### src/rtl/rx_symbol_lock_ctrl.sv
// -----------------------------------------------------------------------------
// rx_symbol_lock_ctrl
//
// Rx-lane controller that sits between the deserialiser and the 10b->8b
// decoder. It hunts for a K28.5 comma in a 20-bit sliding window built from
// the previous and the current raw word, confirms the boundary with a run of
// commas at the same offset, then feeds aligned symbols to the decoder and
// watches its error flag to decide when lock has been lost.
//
// Ports:
//   clk             clock
//   rst             asynchronous reset, active low
//   rx_raw_i        raw deserialised word (arbitrary bit slip)
//   rx_raw_valid_i  rx_raw_i valid this cycle
//   dec_err_i       decoder error, valid one cycle after dec_en_o
//   dec_rd_next_i   decoder running-disparity output
//   sym_out_o       aligned symbol to decoder data input
//   dec_en_o        decoder enable
//   dec_rd_prev_o   running disparity fed to the decoder
//   lock_o          symbol lock achieved
//   align_off_o     selected bit offset 0..9
//   err_count_o     saturating total decode-error count
//
// Build option:
//   RX_LOCK_ERR_STATS_EN  when defined, err_count_o counts every sampled
//                         decoder error (saturating at 255, cleared only by
//                         reset); when undefined err_count_o is tied to 0.
// -----------------------------------------------------------------------------
module rx_symbol_lock_ctrl #(
   parameter int COMMA_LOCK_CNT = 4,
   parameter int ERR_LIMIT      = 4,
   parameter int GOOD_RUN       = 16
) (
   input  logic       clk,
   input  logic       rst,
   input  logic [9:0] rx_raw_i,
   input  logic       rx_raw_valid_i,
   input  logic       dec_err_i,
   input  logic       dec_rd_next_i,
   output logic [9:0] sym_out_o,
   output logic       dec_en_o,
   output logic       dec_rd_prev_o,
   output logic       lock_o,
   output logic [3:0] align_off_o,
   output logic [7:0] err_count_o
);

   localparam logic [3:0] LOCK_CNT_C = 4'(COMMA_LOCK_CNT);
   localparam logic [3:0] ERR_LIM_C  = 4'(ERR_LIMIT);
   localparam logic [7:0] GOOD_RUN_C = 8'(GOOD_RUN);

   typedef enum logic [1:0] {
      ST_SEARCH  = 2'd0,
      ST_CONFIRM = 2'd1,
      ST_LOCKED  = 2'd2
   } state_t;

   // Upper seven bits of a candidate symbol: RD- or RD+ comma pattern.
   function automatic logic is_comma(input logic [6:0] head);
      return (head == 7'b0011111) || (head == 7'b1100000);
   endfunction

   state_t      state_q, state_d;
   logic [9:0]  prev_q;
   logic        rd_q, rd_d;
   logic [3:0]  align_q, align_d;
   logic [3:0]  comma_cnt_q, comma_cnt_d;
   logic [3:0]  err_cnt_q, err_cnt_d;
   logic [7:0]  good_cnt_q, good_cnt_d;
   logic        dec_vld_q, dec_vld_d;
   logic        dec_en_q, dec_en_d;
   logic [9:0]  sym_q, sym_d;
   logic        lock_q, lock_d;

   // Window is {prev, raw} minus its LSB: no candidate ever starts at bit 0.
   logic [18:0]     win_s;
   logic [9:0][9:0] cand_s;
   logic            any_comma_s;
   logic [3:0]      first_k_s;
   logic            first_pol_s;
   logic            align_comma_s;
   logic            present_s;

   // Candidate extraction and lowest-offset comma search.
   always_comb begin
      win_s         = {prev_q, rx_raw_i[9:1]};
      any_comma_s   = 1'b0;
      first_k_s     = 4'd0;
      first_pol_s   = 1'b0;
      // Scan from the highest offset down so the lowest match overwrites last.
      for (int k = 9; k >= 0; k--) begin
         cand_s[k]   = win_s[18-k -: 10];
         any_comma_s = any_comma_s | is_comma(cand_s[k][9:3]);
         first_k_s   = is_comma(cand_s[k][9:3]) ? 4'(k) : first_k_s;
         first_pol_s = is_comma(cand_s[k][9:3]) ? cand_s[k][9] : first_pol_s;
      end
      align_comma_s = is_comma(cand_s[align_q][9:3]);
   end

   // Lock FSM next state, counters and decoder presentation.
   always_comb begin
      state_d     = state_q;
      align_d     = align_q;
      comma_cnt_d = comma_cnt_q;
      err_cnt_d   = err_cnt_q;
      good_cnt_d  = good_cnt_q;
      // RD chains from the decoder whenever a result comes back.
      rd_d        = dec_vld_q ? dec_rd_next_i : rd_q;

      case (state_q)
         ST_SEARCH: begin
            if (rx_raw_valid_i && any_comma_s) begin
               align_d     = first_k_s;
               comma_cnt_d = 4'd1;
               rd_d        = first_pol_s;
               state_d     = (LOCK_CNT_C == 4'd1) ? ST_LOCKED : ST_CONFIRM;
            end else begin
               state_d = ST_SEARCH;
            end
         end
         ST_CONFIRM: begin
            if (dec_vld_q && dec_err_i) begin
               state_d = ST_SEARCH;
            end else if (rx_raw_valid_i && align_comma_s) begin
               comma_cnt_d = comma_cnt_q + 4'd1;
               state_d     = (comma_cnt_d == LOCK_CNT_C) ? ST_LOCKED : ST_CONFIRM;
            end else if (rx_raw_valid_i && any_comma_s) begin
               // Boundary moved: start counting again at the new offset.
               align_d     = first_k_s;
               comma_cnt_d = 4'd1;
            end else begin
               state_d = ST_CONFIRM;
            end
         end
         ST_LOCKED: begin
            if (dec_vld_q) begin
               if (dec_err_i) begin
                  good_cnt_d = 8'd0;
                  err_cnt_d  = (err_cnt_q >= ERR_LIM_C) ? ERR_LIM_C : err_cnt_q + 4'd1;
               end else if (good_cnt_q + 8'd1 == GOOD_RUN_C) begin
                  good_cnt_d = 8'd0;
                  err_cnt_d  = (err_cnt_q == 4'd0) ? 4'd0 : err_cnt_q - 4'd1;
               end else begin
                  good_cnt_d = good_cnt_q + 8'd1;
               end
               if (err_cnt_d == ERR_LIM_C) begin
                  state_d    = ST_SEARCH;
                  err_cnt_d  = 4'd0;
                  good_cnt_d = 8'd0;
               end else begin
                  state_d = ST_LOCKED;
               end
            end else begin
               state_d = ST_LOCKED;
            end
         end
         default: begin
            state_d = ST_SEARCH;
         end
      endcase

      // Present only while aligned and staying aligned; a restart in CONFIRM
      // presents at the newly chosen offset.
      present_s = rx_raw_valid_i && (state_q != ST_SEARCH) && (state_d != ST_SEARCH);
      dec_en_d  = present_s;
      sym_d     = present_s ? cand_s[align_d] : sym_q;
      // Falling back to SEARCH drops any decoder result still in flight.
      dec_vld_d = (state_d == ST_SEARCH) ? 1'b0 : dec_en_q;
      lock_d    = (state_d == ST_LOCKED);
   end

   // Registered state with asynchronous active-low clear.
   always_ff @(posedge clk or negedge rst) begin
      if (!rst) begin
         state_q     <= ST_SEARCH;
         prev_q      <= 10'd0;
         rd_q        <= 1'b0;
         align_q     <= 4'd0;
         comma_cnt_q <= 4'd0;
         err_cnt_q   <= 4'd0;
         good_cnt_q  <= 8'd0;
         dec_vld_q   <= 1'b0;
         dec_en_q    <= 1'b0;
         sym_q       <= 10'd0;
         lock_q      <= 1'b0;
      end else begin
         state_q     <= state_d;
         prev_q      <= rx_raw_valid_i ? rx_raw_i : prev_q;
         rd_q        <= rd_d;
         align_q     <= align_d;
         comma_cnt_q <= comma_cnt_d;
         err_cnt_q   <= err_cnt_d;
         good_cnt_q  <= good_cnt_d;
         dec_vld_q   <= dec_vld_d;
         dec_en_q    <= dec_en_d;
         sym_q       <= sym_d;
         lock_q      <= lock_d;
      end
   end

`ifdef RX_LOCK_ERR_STATS_EN
   logic [7:0] stat_q, stat_d;

   // Lifetime decode-error counter, saturating, survives loss of lock.
   always_comb begin
      if (dec_vld_q && dec_err_i && (state_q != ST_SEARCH) && (stat_q != 8'hFF)) begin
         stat_d = stat_q + 8'd1;
      end else begin
         stat_d = stat_q;
      end
   end

   // Error statistics register, cleared only by reset.
   always_ff @(posedge clk or negedge rst) begin
      if (!rst) begin
         stat_q <= 8'd0;
      end else begin
         stat_q <= stat_d;
      end
   end

   assign err_count_o = stat_q;
`else
   assign err_count_o = 8'd0;
`endif

   assign sym_out_o     = sym_q;
   assign dec_en_o      = dec_en_q;
   assign lock_o        = lock_q;
   assign align_off_o   = align_q;
   assign dec_rd_prev_o = dec_vld_q ? dec_rd_next_i : rd_q;

endmodule

### config.mk
export PLATFORM = sky130hd
export DESIGN_NAME = rx_symbol_lock_ctrl
export DESIGN_NICKNAME = d
export VERILOG_FILES = /design/src/rtl/rx_symbol_lock_ctrl.sv
export SDC_FILE = /design/constraint.sdc
export NUM_CORES = 1
export LEC_CHECK = 0
export CORE_MARGIN = 8
export CORE_UTILIZATION = 60
export DETAILED_ROUTE_END_ITERATION = 8
export PLACE_DENSITY = 0.87
export SETUP_SLACK_MARGIN = 0.15
export SLEW_MARGIN = 20
export SYNTH_ARGS = -nofsm -noshare
export SYNTH_HDL_FRONTEND = slang
export SYNTH_SLANG_ARGS = --single-unit
### constraint.sdc
create_clock -name clk -period 7.5 [get_ports clk]
set_input_delay 2.25 -clock clk [delete_from_list [all_inputs] [get_ports clk]]
set_output_delay 2.25 -clock clk [all_outputs]
set_load 0.005 [all_outputs]
; Word-level counts from Yosys, hierarchy flattened
; Cells that the tools add are included.
[totals]
n_memories = 0
latch_bits = 0
inputBits = 15
rom_bits = 0
wordCells = 134
register_bits = 46
ramBits = 0
output_inout_bits = 25
[op_classes]
n_reduce_logical = 24
bitwise = 9
n_shift = 0
div_mod_pow = 0
mul = 0
add_sub_neg = 4
n_eq_ne = 29
mux = 54
order_cmp = 3
[op_table]
columns = op, n
row1 = $mux W4, 23
row2 = $bmux W10 S4, 2
row3 = $eq A7 B5 Y1 const B, 11
row4 = $eq A7 B7 Y1 const B, 11
row5 = $mux W8, 3
row6 = $mux W10, 2
row7 = $pmux W4 S2, 2
row8 = $mux W1, 15
row9 = $mux W2, 6
row10 = $logic_or A1 B1 Y1, 11
row11 = $lt A4 B5 Y1 const B, 2
row12 = $or A1 B1 Y1, 9
row13 = $add A4 B1 Y4 const B, 2
row14 = $add A8 B1 Y8 const B, 1
row15 = $eq A4 B3 Y1 const B, 2
row16 = $eq A8 B5 Y1 const B, 1
row17 = $pmux W2 S3, 1
row18 = $reduce_bool A2 Y1, 3
row19 = $logic_and A1 B1 Y1, 5
row20 = $eq A2 B2 Y1 const B, 2
row21 = $ge A4 B3 Y1 const B, 1
row22 = $logic_not A2 Y1, 2
row23 = $logic_not A4 Y1, 1
row24 = $reduce_and A2 Y1, 2
row25 = 3 further kinds, 3

; Longest topological paths before layout
; Gate-level depths: netlist of run 1.
[depth]
word_depth = 18
depth_mapped = 15
ltp_nobuf = 13

; Least setup slack after synthesis of run 1
; OpenSTA, ideal clock, no wires.
[synth_path]
kind = input -> register
from = in rx_raw_i[7]
to = reg sym_q[1], in the netlist sym_out_o[1]
setup_ps = 126
path_stages = 12
required_time_ps = 7374
n_path_buf = 2
arrival_ps = 4958
slack_ps = 2416
path_cell_list = buf_2 -> mux2_2 -> o22ai_1 -> o32ai_1 -> nand4_1 -> or4_4 -> a31o_1 -> and2_4 -> buf_6 -> mux2_4 -> nor3b_1 -> a221o_1
[synth_between]
elab_chain_len = 18
word_cells_on_any_way = 51
classes_between = eq/ne: 10 / mux: 23 / bitwise: 9 / reduce/logical: 9
[synth_rtl]
columns = element, line_no
row1 = start: declaration, 36  ; input logic [9:0] rx_raw_i,
row2 = $eq A7 B5 Y1 / $eq A7 B7 Y1 (equally long branches), 60  ; return (head == 7'b0011111) || (head == 7'b1100000);
row3 = $logic_or A1 B1 Y1, 60
row4 = $or A1 B1 Y1 (9 in series), 93  ; any_comma_s = any_comma_s | is_comma(cand_s[k][9:3]);
row5 = $logic_and A1 B1 Y1, "112, 127"
row6 = $mux W4, "112, 127"
row7 = $mux W4, 124  ; end else if (rx_raw_valid_i && align_comma_s) begin
row8 = $mux W4, 122  ; if (dec_vld_q && dec_err_i) begin
row9 = $pmux W4 S2 *, 110  ; case (state_q)
row10 = net align_d[2], 66  ; logic [3:0] align_q, align_d;
row11 = $bmux W10 S4 *, 166  ; sym_d = present_s ? cand_s[align_d] : sym_q;
row12 = $mux W10 (implied by the code) *, 166
row13 = end signal: assignment, 196  ; sym_q <= sym_d;
row14 = end: declaration, 72  ; logic [9:0] sym_q, sym_d;
; Mark *: on every way through the listed nets, which the timed path passes. The rest lies on a longest branch. The select of a mux whose other input is x is not followed.
; A chain may end at the register's enable or synchronous reset.

; Worst setup path after layout of run 1
[layout_path]
from = in rx_raw_i[9]
to = reg sym_q[1], in the netlist sym_out_o[1]
[layout_between]
elab_chain_len = 18
word_cells_on_any_way = 57
classes_between = eq/ne: 14 / mux: 23 / bitwise: 9 / reduce/logical: 11
[layout_rtl]
columns = element, line_no
row1 = $eq A7 B5 Y1 / $eq A7 B7 Y1 (equally long branches), 60
row2 = $logic_or A1 B1 Y1, 60
row3 = $mux W4 / $or A1 B1 Y1 (equally long branches) (9 in series), "94, 93"
row4 = $mux W4 / $logic_and A1 B1 Y1 (equally long branches), "94, 112, 127"
row5 = $mux W4 / $mux W2 (equally long branches), "112, 127"
row6 = $mux W4 / $mux W2 (equally long branches), 124
row7 = $mux W4 / $mux W2 (equally long branches), 122
row8 = $pmux W4 S2 / $pmux W2 S3 (equally long branches), 110
row9 = $bmux W10 S4 / $reduce_bool A2 Y1 (equally long branches), "166, 164"
row10 = $mux W10 (implied by the code) / $logic_and A1 B1 Y1 (equally long branches), "166, 164"
; Several ways; a longest one is shown, not always the timed one. The select of a mux whose other input is x is not followed.

==> results.toml, run 1 <==
[outcome]
status = "complete, no violations"

[timing]
hold_viol_final = 0
tns_ns = 0
fin_crit_sh_pct = 80.9
worstMarginPinSlew_ns = 0.769
rsz0062_at_grt = "no"
worst_clock_skew_ns = 0.0106
maxSlewHeadroom_pct = 48.7
finalMaxSlewViolations = 0
layout_setup_ws_ns = 1.44
fin_crit_ns = 6.06
fmax_mhz = 165
setup_viol = 0

[finish]
drive_gt1_share_pct = 10.2
fin_cells = 539
antenna_cells = 0
syn2layout_area_growth_pct = 7.09
nets = 482
final_util_pct = 66.3
nFillCells = 478

[power]
finalPower_mw = 1.02
power_density_nw_per_um2 = 243
ir_drop_v = 0.000152
p_leak_nw = 1.68

[critical_path]
start_kind = "input pin"
crit_cells = 12
path_cells = "clkdlybuf4s50_1 -> and2_1 -> and3_1 -> a31o_2 -> nor4_2 -> a31oi_2 -> a21boi_0 -> a22o_1 -> buf_4 -> mux2i_2 -> mux2i_1 -> a221o_1"
path_max_fanout = 12
crit_buf_inv = 2
path_delay_family = "compound AO/OA/AOI/OAI gates"
r2r-end = "sym_out_o[1]"
cpPeakStageDelay_ns = 0.60
end_kind = "register"
r2r_slack_ns = 3.30
worstPathArrival_ns = 6.25
startpoint = "rx_raw_i[9]"
crit_required_ns = 7.69
r2r_start = "align_off_o[0]"
crit_type = "in2reg"
ff2ff_path_depth = 11
crit_path_top_delay_cell = "clkdlybuf4s50_1"
cp-endpoint = "sym_out_o[1]"

[cts]
postCtsSetupRepairBufs = 0
worstSkewPairLatency_ns = 0.31
clock_sinks = 46
htree_levels = 2
root_buffer = "clkbuf_8"
clk_pin_slew_worst_paths_ns = 0.08
cts_buffers = 5
postCtsHoldBufs = 0
cts_resized = 0
clk_path_buf_depth = 2
cts_tree = "done"

[placement]
dp_hpwl_um = 7160
place_inst = 531
gp_congestion = 1.06
dp_slack_ns = 1.21
port_buffers = 31

[routing]
wl_per_cell_um = 18.1
vias = 3625
wirelength_um = 9780
ant_nets = 0
drt_pre_antenna_iters = 8
via_per_inst = 6.73
remaining_drc_errors = 0
drtIter0Drc = 333

[worst_hold_path]
min_path_type = "reg2reg"

[global_route]
grt_antenna_before_repair = 0
grt_util_all_layers_pct = 20.6
grt_max_degree = 47
met3_usage_pct = 3.70
met2_usage_pct = 34.0
met1_usage_pct = 26.3
busiest_layer = "met2"
grt_pass1_vias = 3484
grt-ovfl-total = 0
grt_pass1_wl_um = 16800

[logic_synthesis]
synth_area_leader_cell = "dfrtp_1"
netlist_top_cells_count = "nand2_1 (51), dfrtp_1 (46), mux2i_1 (44), nor2_1 (29), o21ai_0 (27)"
synth_top_area_share_pct = 29.3
synth_edf_count = 0
syn_area_per_cell_sq_um = 8.66
synth_area_leaders = "dfrtp_1 (29%), mux2i_1 (11%), nand2_1 (4.9%)"
synth-main-ff-cell = "dfrtp_1"
synth_cells = 454
synth.most_common_cell = "nand2_1"
ys_seq_area_share_pct = 29.3
ys_ff_latch = 46
ys_types = 77
async_flop_share_pct = 100
ys_warn_count = 0
syn-cell-area_sq_um = 3930

[floorplan]
start_util_pct = 62.0
die_y_um = 97.0
chipWidth_um = 97.0
rows = 29
num_io_pins = 40
core_area_sq_um = 6350
dieArea_sq_um = 9400

[run]
cap_violations = 0
## worst min path at each step
stage	from	end	slack, ns	depth (start not counted)
floorplan	sym_out_o[2]	sym_out_o[2]	0.48	2
global placement	sym_out_o[7]	sym_out_o[7]	0.48	2
detailed placement	sym_out_o[7]	sym_out_o[7]	0.47	2
CTS	sym_out_o[7]	sym_out_o[7]	0.49	2
global route	sym_out_o[3]	sym_out_o[3]	0.54	2
finish	sym_out_o[7]	sym_out_o[7]	0.50	2
## power by group
group	switching (mW)	internal, mW	leakage [nW]	total (mW)
Sequential	0.0830	0.310	0.579	0.393
Clock	0.0893	0.0656	0.0441	0.155
Combinational	0.236	0.239	1.06	0.476
Total	0.409	0.614	1.68	1.02
## through the flow
step           hold WS (ns)  area (sq um)
5_1_grt               0.540          4210
2_1_floorplan         0.480          3960
3_3_place_gp          0.475          4120
6_report              0.496          4210
3_5_place_dp          0.473          4120
4_1_cts               0.494          4210
## sequential cells by signal, summed over array words and instances, names as in the netlist
name	cells
comma_cnt_q	4
state_q	2
align_off_o	4
good_cnt_q	8
dec_vld_q	1
rd_q	1
lock_o	1
prev_q	10
sym_out_o	10
dec_en_o	1
err_cnt_q	4
## kinds of logic (layout without fill, tap and decap cells)
group | Yosys count | in the layout | synth area share (%)
AO/OA/AOI/OAI | 121 | 121 | 21.3
XOR/XNOR | 3 | 3 | 0.668
adder cells (fa/ha/maj) | 6 | 6 | 1.91
buffers and inverters | 52 | 53 | 7.67
flip-flops | 46 | 46 | 29.3
multiplexers | 65 | 65 | 17.9
other | 1 | 8 | 0.0953
AND/OR/NAND/NOR | 160 | 160 | 21.2
## layer usage
layer	share of wire, %	wire, um
met1	42	4080
met5	0	0
met3	8.0	783
met4	2.8	276
met2	47	4630
## layout by cell type, fill, tap and decap left out, types with 4 or more instances in the layout
| cell type | instances |
|---|---|
| mux2_4 | 4 |
| a31oi_1 | 5 |
| ha_1 | 6 |
| o21ai_0 | 27 |
| nand2_1 | 51 |
| a221o_1 | 5 |
| a2bb2oi_1 | 4 |
| inv_1 | 12 |
| mux2_2 | 15 |
| o31ai_1 | 7 |
| nor4_1 | 5 |
| a21oi_1 | 19 |
| dfrtp_1 | 46 |
| conb_1 | 8 |
| o22ai_1 | 8 |
| a22oi_1 | 5 |
| clkbuf_8 | 5 |
| nand3_1 | 11 |
| nand2b_1 | 12 |
| nand4_1 | 12 |
| o221ai_1 | 7 |
| nor2_1 | 29 |
| clkdlybuf4s50_1 | 30 |
| and3_1 | 6 |
| nor3_1 | 7 |
| mux2i_1 | 44 |
## cell type report
class,instances,area [sq um],share of cell area (%)
Inverter,12,45.0,1.07
Clock buffer,5,68.8,1.63
Tap cell,77,96.3,2.29
Multi-Input combinational cell,363,2510,59.5
Sequential cell,46,1150,27.3
Clock inverter,3,21.3,0.505
Timing Repair Buffer,33,323,7.66
## worst register-to-register path, delay by kind of cell, from the launching register on
kind | cells | cell delay [ns]
mux | 3 | 0.83
flops | 1 | 0.85
buf+inv | 1 | 0.32
compound gates | 4 | 1.23
simple gates | 3 | 0.84
No activity file was read; power rests on OpenSTA's default activity.
==> run 2: changes to the inputs <==
--- a/config.mk
+++ b/config.mk
@@ -6,9 +6,9 @@
 export NUM_CORES = 1
 export LEC_CHECK = 0
 export CORE_MARGIN = 8
-export CORE_UTILIZATION = 60
+export CORE_UTILIZATION = 53
 export DETAILED_ROUTE_END_ITERATION = 8
-export PLACE_DENSITY = 0.87
+export PLACE_DENSITY = 0.81
 export SETUP_SLACK_MARGIN = 0.15
 export SLEW_MARGIN = 20
 export SYNTH_ARGS = -nofsm -noshare
==> constraint.sdc (replaced) <==
create_clock -name clk -period 5.5 [get_ports clk]
set_input_delay 1.65 -clock clk [delete_from_list [all_inputs] [get_ports clk]]
set_output_delay 1.65 -clock clk [all_outputs]
set_load 0.005 [all_outputs]
==> results.toml, run 2 (synthesis results as in run 1) <==
[cts]
postCtsHoldBufs = 0
clk_path_buf_depth = 2
htree_levels = 2
cts_tree = "done"
worstSkewPairLatency_ns = 0.30
clock_sinks = 46
cts_buffers = 5
clk_pin_slew_worst_paths_ns = 0.09
root_buffer = "clkbuf_8"

[power]
power_density_nw_per_um2 = 337
swShare_pct = 38.9
p_seq_share_pct = 37.1
switchingPower_uw = 568
p_comb_share_pct = 45.2
finalPower_mw = 1.46
p_leak_nw = 1.74
cell_internal_pwr_uw = 891
ir_drop_v = 0.000199
p_clk_share_pct = 17.7

[finish]
final_common_cell = "nand2_1"
nFillCells = 652
nets = 491
antenna_cells = 0
final_cell_mix = "nand2_1 (51), dfrtp_1 (46), mux2i_1 (44), clkdlybuf4s50_1 (30), nor2_1 (29)"
multi_input_area_sq_um = 2510
syn2layout_area_growth_pct = 10.1
final_util_pct = 60.0
ff_latch_area_sq_um = 1150
drive_gt1_share_pct = 12.1

[routing]
remaining_drc_errors = 0
vias = 3672
ant_nets = 0
wl_per_cell_um = 18.4
drt_pre_antenna_iters = 6
drtIter0Drc = 356
wirelength_um = 10500
via_per_inst = 6.44

[worst_hold_path]
hp-start = "sym_out_o[7]"
whs_path_depth = 2
min_path_type = "reg2reg"
whs_endpoint = "sym_out_o[7]"

[global_route]
grt_util_all_layers_pct = 21.0
grt-ovfl-total = 0
grt_max_degree = 47
grt_pass1_wl_um = 17900
grt_pass1_vias = 3663
grt_antenna_before_repair = 0

[critical_path]
crit_buf_inv = 1
path_max_fanout = 17
start_kind = "input pin"
crit_type = "in2reg"
path_delay_family = "compound AO/OA/AOI/OAI gates"
r2r_slack_ns = 1.29
path_cells = "clkdlybuf4s50_1 -> mux2_2 -> o22ai_1 -> o32ai_1 -> nand4_1 -> or4_4 -> a31o_1 -> a22o_2 -> mux2i_1 -> mux2i_1 -> o21ai_0 -> o221ai_1"
r2r-end = "sym_out_o[1]"
ff2ff_path_depth = 13
crit_path_top_delay_cell = "clkdlybuf4s50_1"
worstPathArrival_ns = 5.25
startpoint = "rx_raw_i[7]"
crit_required_ns = 5.67
cpPeakStageDelay_ns = 0.66
end_kind = "register"
r2r_start = "good_cnt_q[0]"
crit_path_frequent_cell = "mux2i_1"

[run]
cap_violations = 0

[timing]
maxSlewHeadroom_pct = 45.9
fin_crit_sh_pct = 92.4
setup_viol = 0
rsz0062_at_grt = "no"
worst_clock_skew_ns = 0.00972
fin_crit_ns = 5.08
layout_setup_ws_ns = 0.417
hold_viol_final = 0
worstMarginPinSlew_ns = 0.811
fmax_mhz = 197
holdWs_ns = 0.504
tns_ns = 0
finalMaxSlewViolations = 0

[placement]
dp_hpwl_um = 7640
dp_slack_ns = -0.0303
gp_congestion = 0.964
port_buffers = 31

[floorplan]
start_util_pct = 54.5
core_area_sq_um = 7210
rows = 31
die_y_um = 102
dieArea_sq_um = 10400
num_io_pins = 40
chipWidth_um = 102

[outcome]
status = "complete, no violations"
-- run 2: final cells by class --
type                            instances  area share [%]
Multi-Input combinational cell        363            57.9
Sequential cell                        46            26.6
Timing Repair Buffer                   42            9.01
Tap cell                               99            2.86
Clock buffer                            5            1.59
Inverter                               12            1.04
Clock inverter                          3            1.01
-- run 2: tightest hold or removal path, stage by stage (launching register included) --
cell and delay, ns:
dfrtp_1 0.35, nand2_1 0.05, o221ai_1 0.06
-- run 2: metrics by stage --
stage               instances  cell area [sq um]
detailed placement        562               4220
global route              570               4330
floorplan                 461               3960
global placement          562               4220
finish                    570               4330
CTS                       570               4330
-- run 2: metal layers --
metal | vias to the layer above | global-route usage, % | share of wire (%)
met5 | - | 0 | 0
met4 | 0 | 7.00 | 3.2
met3 | 37 | 3.41 | 6.3
met2 | 167 | 35.7 | 47
met1 | 1745 | 26.4 | 43
li1 | 1723 | - | -
-- run 2: power by group through the flow --
| stage | Clock, mW | Combinational, mW | Sequential [mW] |
|---|---|---|---|
| 3_5_place_dp | 0 | 0.650 | 0.544 |
| 5_1_grt | 0.275 | 0.722 | 0.556 |
| 4_1_cts | 0.262 | 0.654 | 0.537 |
| 3_3_place_gp | 0 | 0.635 | 0.538 |
| 6_report | 0.259 | 0.659 | 0.541 |
| 2_1_floorplan | 0 | 0.502 | 0.485 |
-- run 2: what timing repair did --
item	CTS	global route
gates resized for setup	0	1
setup endpoints to repair	0	10
setup buffers	0	0
-- run 2: worst max-delay path by stage --
stage                     slack [ns]  cells after the start      endpoint
final                           0.42                     12  sym_out_o[2]
after global routing            0.16                     12  sym_out_o[2]
after CTS                       0.26                     12  sym_out_o[3]
after detailed placement       -0.03                     12  sym_out_o[2]
after global placement          0.08                     12  sym_out_o[3]
after floorplan                 1.02                     12  sym_out_o[1]
==> run 3: changes to the inputs <==
--- a/config.mk
+++ b/config.mk
@@ -7,10 +7,13 @@
 export LEC_CHECK = 0
 export CORE_MARGIN = 8
 export CORE_UTILIZATION = 53
+export CTS_CLUSTER_SIZE = 10
 export DETAILED_ROUTE_END_ITERATION = 8
 export PLACE_DENSITY = 0.81
 export SETUP_SLACK_MARGIN = 0.15
+export SKIP_LAST_GASP = 1
 export SLEW_MARGIN = 20
 export SYNTH_ARGS = -nofsm -noshare
 export SYNTH_HDL_FRONTEND = slang
 export SYNTH_SLANG_ARGS = --single-unit
+export TNS_END_PERCENT = 50
==> results of run 3 <==
The final DEF is identical to that of run 2; final timing and power are the same.
